==> config.mk <==
export PLATFORM = sky130hd
export DESIGN_NAME = muldiv_unit_flat
export DESIGN_NICKNAME = d
export VERILOG_FILES = /design/src/rtl/muldiv_pkg.sv /design/src/rtl/muldiv_if.sv /design/src/rtl/muldiv_unit.sv /design/src/flat_wrapper.sv
export SDC_FILE = /design/constraint.sdc
export NUM_CORES = 1
export LEC_CHECK = 0
export BUFFER_PORTS_ARGS = -buffer_cell sky130_fd_sc_hd__buf_2
export CORE_MARGIN = 5
export CORE_UTILIZATION = 50
export DETAILED_ROUTE_END_ITERATION = 10
export PLACE_DENSITY = 0.68
export RECOVER_POWER = 50
export SLEW_MARGIN = 25
export SYNTH_ARGS = -nofsm -noshare
export SYNTH_HDL_FRONTEND = slang
export SYNTH_SLANG_ARGS = --single-unit
==> constraint.sdc <==
create_clock -name clk -period 5.35 [get_ports clk]
set_clock_uncertainty 0.05 [all_clocks]
set_input_delay 0.8025 -clock clk [delete_from_list [all_inputs] [get_ports clk]]
set_output_delay 0.8025 -clock clk [all_outputs]
set_load 0.02 [all_outputs]
==> src/rtl/muldiv_pkg.sv <==
// Shared definitions for the iterative RV32M multiply/divide unit.
package muldiv_pkg;

    localparam int XLEN = 32;

    // funct3 encodings for the M extension
    localparam logic [2:0] OP_MUL    = 3'b000;
    localparam logic [2:0] OP_MULH   = 3'b001;
    localparam logic [2:0] OP_MULHSU = 3'b010;
    localparam logic [2:0] OP_MULHU  = 3'b011;
    localparam logic [2:0] OP_DIV    = 3'b100;
    localparam logic [2:0] OP_DIVU   = 3'b101;
    localparam logic [2:0] OP_REM    = 3'b110;
    localparam logic [2:0] OP_REMU   = 3'b111;

    // Most-negative dividend; DIV of it by -1 overflows and returns itself
    localparam logic [XLEN-1:0] DIV_OVF_DIVIDEND = 32'h8000_0000;

    typedef enum logic [1:0] {
        S_IDLE = 2'd0,
        S_CALC = 2'd1,
        S_FIX  = 2'd2,
        S_DONE = 2'd3
    } state_t;

endpackage

==> src/rtl/muldiv_if.sv <==
// Issue/writeback bundle between the register file and the mul/div unit.
interface muldiv_if
    import muldiv_pkg::*;
#(
    parameter int WIDTH = XLEN
);
    logic             start;
    logic [2:0]       funct3;
    logic [WIDTH-1:0] rs1_val;
    logic [WIDTH-1:0] rs2_val;
    logic [4:0]       rd_addr;
    logic             busy;
    logic             done;
    logic [WIDTH-1:0] result;
    logic [4:0]       rd_out;
    logic             we_out;

    modport master (
        output start, funct3, rs1_val, rs2_val, rd_addr,
        input  busy, done, result, rd_out, we_out
    );

    modport slave (
        input  start, funct3, rs1_val, rs2_val, rd_addr,
        output busy, done, result, rd_out, we_out
    );
endinterface

==> src/rtl/muldiv_unit.sv <==
// Iterative RV32M multiply/divide: shift-add multiply and restoring divide,
// one bit per cycle, sharing one counter and one 2*WIDTH shift register.
//
// state  | meaning
// -------+-----------------------------------------------------------
// S_IDLE | waiting for start; captures operands, resolves special cases
// S_CALC | WIDTH iterations of shift-add or restoring divide
// S_FIX  | apply latched sign, select word, load result/rd_out
// S_DONE | done/we pulse, result valid
module muldiv_unit
    import muldiv_pkg::*;
#(
    parameter int WIDTH = XLEN
)
(
    input  logic    clk,
    input  logic    reset,
    muldiv_if.slave bus
);

    localparam int CW = $clog2(WIDTH + 1);
    localparam logic [WIDTH-1:0] INT_MIN = {DIV_OVF_DIVIDEND[XLEN-1], {(WIDTH-1){1'b0}}};

    state_t state, state_nxt;

    logic [CW-1:0]      cnt;
    logic [2:0]         op_q;
    logic [4:0]         rd_q;
    logic               neg_q;
    logic [WIDTH-1:0]   mcand;
    logic [2*WIDTH-1:0] acc;
    logic [WIDTH-1:0]   result_q;
    logic [4:0]         rd_out_q;

    // operand decode on the live inputs (only meaningful in IDLE)
    logic [2:0]       f3;
    logic [WIDTH-1:0] a_in, b_in, a_abs, b_abs, special_val;
    logic             sgn_a, sgn_b, a_neg, b_neg, is_div_in, neg_in;
    logic             div_zero, div_ovf, special;

    assign f3        = bus.funct3;
    assign a_in      = bus.rs1_val;
    assign b_in      = bus.rs2_val;
    assign is_div_in = f3[2];
    assign sgn_a     = (f3 == OP_MUL) || (f3 == OP_MULH) || (f3 == OP_MULHSU) ||
                       (f3 == OP_DIV) || (f3 == OP_REM);
    assign sgn_b     = (f3 == OP_MUL) || (f3 == OP_MULH) ||
                       (f3 == OP_DIV) || (f3 == OP_REM);
    assign a_neg     = sgn_a & a_in[WIDTH-1];
    assign b_neg     = sgn_b & b_in[WIDTH-1];
    assign a_abs     = a_neg ? (~a_in + 1'b1) : a_in;
    assign b_abs     = b_neg ? (~b_in + 1'b1) : b_in;
    assign neg_in    = !is_div_in        ? (a_neg ^ b_neg) :
                       (f3 == OP_DIV)    ? (a_neg ^ b_neg) :
                       (f3 == OP_REM)    ? a_neg : 1'b0;
    assign div_zero  = is_div_in && (b_in == '0);
    assign div_ovf   = ((f3 == OP_DIV) || (f3 == OP_REM)) &&
                       (a_in == INT_MIN) && (b_in == '1);
    assign special   = div_zero | div_ovf;
    // funct3[1] low selects the quotient forms (DIV/DIVU)
    assign special_val = div_zero ? (f3[1] ? a_in : '1)
                                  : (f3[1] ? '0 : INT_MIN);

    // one iteration step for each algorithm
    logic [WIDTH:0]   mul_sum;
    logic [WIDTH:0]   rem_sh;
    logic [WIDTH:0]   rem_diff;
    logic             rem_ge;
    logic [WIDTH-1:0] rem_new;

    assign mul_sum  = acc[0] ? ({1'b0, acc[2*WIDTH-1:WIDTH]} + {1'b0, mcand})
                             : {1'b0, acc[2*WIDTH-1:WIDTH]};
    assign rem_sh   = acc[2*WIDTH-1:WIDTH-1];
    assign rem_diff = rem_sh - {1'b0, mcand};
    assign rem_ge   = (rem_sh >= {1'b0, mcand});
    assign rem_new  = rem_ge ? rem_diff[WIDTH-1:0] : rem_sh[WIDTH-1:0];

    // sign fix-up and word selection used in FIX
    logic [2*WIDTH-1:0] prod_fix;
    logic [WIDTH-1:0]   div_sel, final_val;

    assign prod_fix  = neg_q ? (~acc + 1'b1) : acc;
    assign div_sel   = op_q[1] ? acc[2*WIDTH-1:WIDTH] : acc[WIDTH-1:0];
    assign final_val = !op_q[2]          ? ((op_q == OP_MUL) ? prod_fix[WIDTH-1:0]
                                                             : prod_fix[2*WIDTH-1:WIDTH]) :
                       neg_q             ? (~div_sel + 1'b1) : div_sel;

    // state register
    always_ff @(posedge clk or negedge reset) begin
        if (!reset) state <= S_IDLE;
        else        state <= state_nxt;
    end

    // next-state logic
    always_comb begin
        state_nxt = state;
        unique case (state)
            S_IDLE: if (bus.start) state_nxt = special ? S_DONE : S_CALC;
            S_CALC: if (cnt == '0) state_nxt = S_FIX;
            S_FIX:  state_nxt = S_DONE;
            S_DONE: state_nxt = S_IDLE;
            default: state_nxt = S_IDLE;
        endcase
    end

    // handshake outputs
    logic busy_c, done_c;
    always_comb begin
        busy_c = (state != S_IDLE);
        done_c = (state == S_DONE);
    end

    assign bus.busy   = busy_c;
    assign bus.done   = done_c;
    assign bus.result = result_q;
    assign bus.rd_out = rd_out_q;
    assign bus.we_out = done_c && (rd_out_q != 5'd0);

    // operand capture, iteration datapath and result/rd_out load
    always_ff @(posedge clk or negedge reset) begin
        if (!reset) begin
            cnt      <= '0;
            op_q     <= '0;
            rd_q     <= '0;
            neg_q    <= 1'b0;
            mcand    <= '0;
            acc      <= '0;
            result_q <= '0;
            rd_out_q <= '0;
        end else begin
            unique case (state)
                S_IDLE: begin
                    if (bus.start) begin
                        op_q  <= f3;
                        rd_q  <= bus.rd_addr;
                        neg_q <= neg_in;
                        cnt   <= CW'(WIDTH - 1);
                        if (is_div_in) begin
                            mcand <= b_abs;
                            acc   <= {{WIDTH{1'b0}}, a_abs};
                        end else begin
                            mcand <= a_abs;
                            acc   <= {{WIDTH{1'b0}}, b_abs};
                        end
                        if (special) begin
                            result_q <= special_val;
                            rd_out_q <= bus.rd_addr;
                        end
                    end
                end
                S_CALC: begin
                    cnt <= cnt - 1'b1;
                    if (op_q[2]) acc <= {rem_new, acc[WIDTH-2:0], rem_ge};
                    else         acc <= {mul_sum, acc[WIDTH-1:1]};
                end
                S_FIX: begin
                    result_q <= final_val;
                    rd_out_q <= rd_q;
                end
                default: ;
            endcase
        end
    end

endmodule
==> src/flat_wrapper.sv <==
// flat-port wrapper written by rule: the top's interface ports become plain ports
module muldiv_unit_flat import muldiv_pkg::*;
#(
    parameter int WIDTH = XLEN
)
  (clk, reset, bus_start, bus_funct3, bus_rs1_val, bus_rs2_val, bus_rd_addr, bus_busy, bus_done, bus_result, bus_rd_out, bus_we_out);
  muldiv_if #(.WIDTH(WIDTH)) bus_i ();
  input  logic clk;
  input  logic reset;
  input wire logic [$bits(bus_i.start)-1:0] bus_start;
  input wire logic [$bits(bus_i.funct3)-1:0] bus_funct3;
  input wire logic [$bits(bus_i.rs1_val)-1:0] bus_rs1_val;
  input wire logic [$bits(bus_i.rs2_val)-1:0] bus_rs2_val;
  input wire logic [$bits(bus_i.rd_addr)-1:0] bus_rd_addr;
  output wire logic [$bits(bus_i.busy)-1:0] bus_busy;
  output wire logic [$bits(bus_i.done)-1:0] bus_done;
  output wire logic [$bits(bus_i.result)-1:0] bus_result;
  output wire logic [$bits(bus_i.rd_out)-1:0] bus_rd_out;
  output wire logic [$bits(bus_i.we_out)-1:0] bus_we_out;
  assign bus_i.start = bus_start;
  assign bus_i.funct3 = bus_funct3;
  assign bus_i.rs1_val = bus_rs1_val;
  assign bus_i.rs2_val = bus_rs2_val;
  assign bus_i.rd_addr = bus_rd_addr;
  assign bus_busy = bus_i.busy;
  assign bus_done = bus_i.done;
  assign bus_result = bus_i.result;
  assign bus_rd_out = bus_i.rd_out;
  assign bus_we_out = bus_i.we_out;
  muldiv_unit #(.WIDTH(WIDTH)) u_core (.clk(clk), .reset(reset), .bus(bus_i));
endmodule
==> impl_results.md <==
- Multi-input logic area: 0.01156 sq mm
- Detail Placement HPWL: 48.85 mm
- PostCTS Resize Cnt: 0
- Post-Synthesis Net Count: 2362
- Clock-pin slew on the worst setup and hold paths: 80 ps
- Worst hold path type: register to register
- Synth area leaders: dfrtp_1 23%, a21oi_1 6.5%, ha_1 5.8%
- Synth-to-layout area growth: 8.123%
- Crit-path cells: ha_1, inv_1, fa_1, nor2b_1, o2111ai_1, a21boi_0, o21ai_0, o21ai_0, a31oi_1, xnor2_1, o221ai_1, o31ai_1
- Hold Path Stages: 2
- # IOs: 115
- Pleak: 7.261 nW
- Setup WS pre-CTS: 1069 ps
- First-pass GRT wire length: 97.03 mm
- Initial Utilization: 50.34%
- Design Area, Final: 0.01762 sq mm
- Clk pwr share: 10.1%
- Core area: 0.03237 sq mm
- Total congestion overflow: 0
- FF-to-FF path depth: 12
- Post-synthesis register bit count: 150
- Max IR drop VDD: 0.0003905 V
- # Post-CTS Setup Buffers: 0
- Post-route ant nets: 0
- EDFF count, synth: 0
- Comb power frac: 68.0%
- Final hold slack: 433.5 ps
- Met3 WL post-DR: 7.014 mm
- Slowest cell on the critical path: a21boi_0
- Vias: 17400
- CTS tree: done
- FFs w/ async S/R, synth: 100.0%
- Vias in the first global route: 15900
- Tcrit/Tclk final: 81.64%
- Post-placement cell area: 0.01702 sq mm
- Worst Hold Endpoint: u_core.bus.result[8]$_DFFE_PN0P_
- Metal2 WL: 27.04 mm
- All-Layer GR Usage: 34.61%
- R2r setup slk: 980 ps
- Status: finished with violations
- Cell area after synthesis: 0.01630 sq mm
- Top_reg_cell synth: dfrtp_1
- Setup TNS: 0 ps
- Routed WL: 64.06 mm
- Full die area: 0.03630 sq mm
- Final net count: 2345
- Failing checks: max-capacitance violations, max-slew violations
- Vias/cell: 6.573
- Largest net degree at the start of global routing: 92
- Tightest Pin Transition: 3224 ps
- Max Cap Viol: 1
- Most frequent CP cell: o21ai_0
- TritonCTS Sinks: 150
- Sw power: 7.112 mW
- GPL Wtd Cong: 1.048
- # DRC: 0
- R2R Path End: u_core.acc[55]$_DFFE_PN0P_
- Ratio of cells with drive above 1 in the final layout: 10.34%
- CTS max path bufs: 2
- Initial DRT Pass Iterations: 7
- CP Launch Type: register
- HP Start: u_core.bus.result[8]$_DFFE_PN0P_
- Part of the power in registers: 21.9%
- Sequential share of the synthesized area: 23.03%
- DR iter-0 viols: 2165
- Unrepaired setup endpoints after global routing: false
- Final Slew Violations: 56
- R2r startpoint: u_core.acc[32]$_DFFE_PN0P_
- Register Area: 0.003757 sq mm
- Critical Path RT: 5670 ps
- Initial antenna violation count: 0
- Die H: 190.5 um
- Final worst setup slack: 982.5 ps
- Hold_buf cts: 0
- Final Setup Violations: 0
- Crit path largest cell delay: 720 ps
- Net Sw Frac: 55.77%
- Synth area leader: dfrtp_1
- Nature of the critical path endpoint: register
- F_max: 229.0 MHz
- Power per cell area: 723.8 mW/mm^2
- CTS H-tree depth: 4
- Die width: 190.5 um
- Clock Latency Late Sink: 470 ps
- Cells after Synth: 2210
- Syn Area/Cell: 7.374 sq um
- Relative slew slack: -114.9%
- Port bufs: 114
- CTS Root Cell: clkbuf_16
- Kind of critical path: register to register
- Num rows: 66
- Share of the synthesized area in the top cell type: 23.03%
- Routed met1 length: 27.28 mm
- Worst EP arrival: 4680 ps
- Num CTS Buffers: 17
- Ys Warns: 0
- Final Hold Violating Endpoints: 0
- Filler cells: 3217
- Avg WL per Cell: 24.19 um
- Min cycle time layout: 4368 ps
- Yosys cell types: 72
- N_diodes: 0
- Largest fanout on the critical path: 12
- Top sig layer: met4
- Internal power: 5.641 mW
stage by stage:
step	cells	total power, mW	util (%)
floorplan	2210	8.778	-
global placement	2616	11.11	52.57
detailed placement	2616	11.21	52.57
CTS	2648	12.53	54.52
global route	2648	13.64	54.43
finish	2648	12.75	54.43
routing by layer:
metal | up-vias | GRT usage [%]
met2 | 1053 | 51.01
met1 | 8214 | 49.81
met5 | - | 0
met4 | 0 | 12.57
li1 | 7979 | -
met3 | 158 | 7.635
cells by family after synthesis:
| logic type | synth area share, % |
|---|---|
| compound gates | 28.33 |
| simple gates | 20.35 |
| buf+inv | 6.250 |
| xor+xnor | 10.05 |
| flops | 23.03 |
| mux | 5.974 |
| fa+ha+maj | 6.004 |
layout by cell type, fill, tap and decap left out, types with 15 or more instances in the layout:
cell type and count:
o21ai_0 186, xor2_1 86, clkbuf_16 17, a21oi_1 212
nor2b_1 17, nor2_1 176, o31ai_1 47, or4_1 25
nand3_1 32, o211ai_1 26, o41ai_1 16, a21o_1 29
nor3_1 61, a31oi_1 23, and3_1 15, dfrtp_1 147
buf_2 100, or3_1 23, xnor2_1 101, a32o_1 16
nor4_1 20, ha_1 74, nand2_1 249, a211oi_1 44
inv_1 87, mux2i_1 59, buf_4 28, o22ai_1 16
mux2_2 34
power by group through the flow:
stage                     Combinational (mW)  Clock, mW  Sequential, mW
after global placement                  8.37          0            2.74
after global routing                    9.46       1.35            2.82
after CTS                               8.51       1.30            2.72
after floorplan                         6.73          0            2.05
final                                   8.67       1.29            2.79
after detailed placement                8.46          0            2.75
state kept, by name (all words and copies together), names as in the netlist:
signal	cells
u_core.acc	64
u_core.bus.result	32
u_core.mcand	32
u_core.cnt	6
u_core.bus.rd_out	5
u_core.rd_q	5
u_core.op_q	3
u_core.state	2
u_core.neg_q	1
how the worst max path moves through the flow:
| stage | from | slack, ps | end |
|---|---|---|---|
| 2_1_floorplan | u_core.acc[0]$_DFFE_PN0P_ | 1210 | u_core.bus.result[22]$_DFFE_PN0P_ |
| 3_3_place_gp | bus_rs1_val[7] | 1130 | u_core.bus.result[9]$_DFFE_PN0P_ |
| 3_5_place_dp | bus_rs1_val[7] | 1070 | u_core.bus.result[0]$_DFFE_PN0P_ |
| 4_1_cts | u_core.acc[32]$_DFFE_PN0P_ | 1180 | u_core.acc[55]$_DFFE_PN0P_ |
| 5_1_grt | u_core.acc[32]$_DFFE_PN0P_ | 780 | u_core.acc[55]$_DFFE_PN0P_ |
| 6_report | u_core.acc[32]$_DFFE_PN0P_ | 980 | u_core.acc[55]$_DFFE_PN0P_ |
worst max-delay path: cells and delay by family, from the launching register on:
kind                     cells  cell delay [ps]
AO/OA/AOI/OAI                7             2270
XOR/XNOR                     1              250
adder cells (fa/ha/maj)      2              680
buffers and inverters        1               60
flip-flops                   1              700
AND/OR/NAND/NOR              1              230
layout make-up:
type | count | area share, %
Inverter | 87 | 1.853
Sequential cell | 150 | 21.33
Clock inverter | 15 | 1.172
Clock buffer | 17 | 2.414
Timing Repair Buffer | 144 | 4.474
Multi-Input combinational cell | 1793 | 65.62
Tap cell | 442 | 3.139
cell usage after synthesis, types with 6 or more instances:
library cell	n
nand2_1	249
a21oi_1	212
o21ai_0	187
nor2_1	177
clkbuf_1	158
dfrtp_1	150
xnor2_1	101
inv_1	87
xor2_1	86
ha_1	75
nor3_1	61
mux2i_1	59
o31ai_1	47
a211oi_1	44
mux2_2	34
nand3_1	32
a21o_1	30
o211ai_1	26
or4_1	25
a31oi_1	24
or3_1	23
nor4_1	20
nor2b_1	18
a32o_1	16
o22ai_1	16
o41ai_1	16
and3_1	15
buf_1	14
nand4_1	14
o21a_1	14
a221oi_1	12
and2_1	12
nand2b_1	12
nor3b_1	12
or2_2	12
o21ai_1	10
o21bai_1	9
o311ai_0	9
a21boi_0	7
buf_2	7
a211o_1	6
Note: power is estimated with default switching activity, not from simulation.
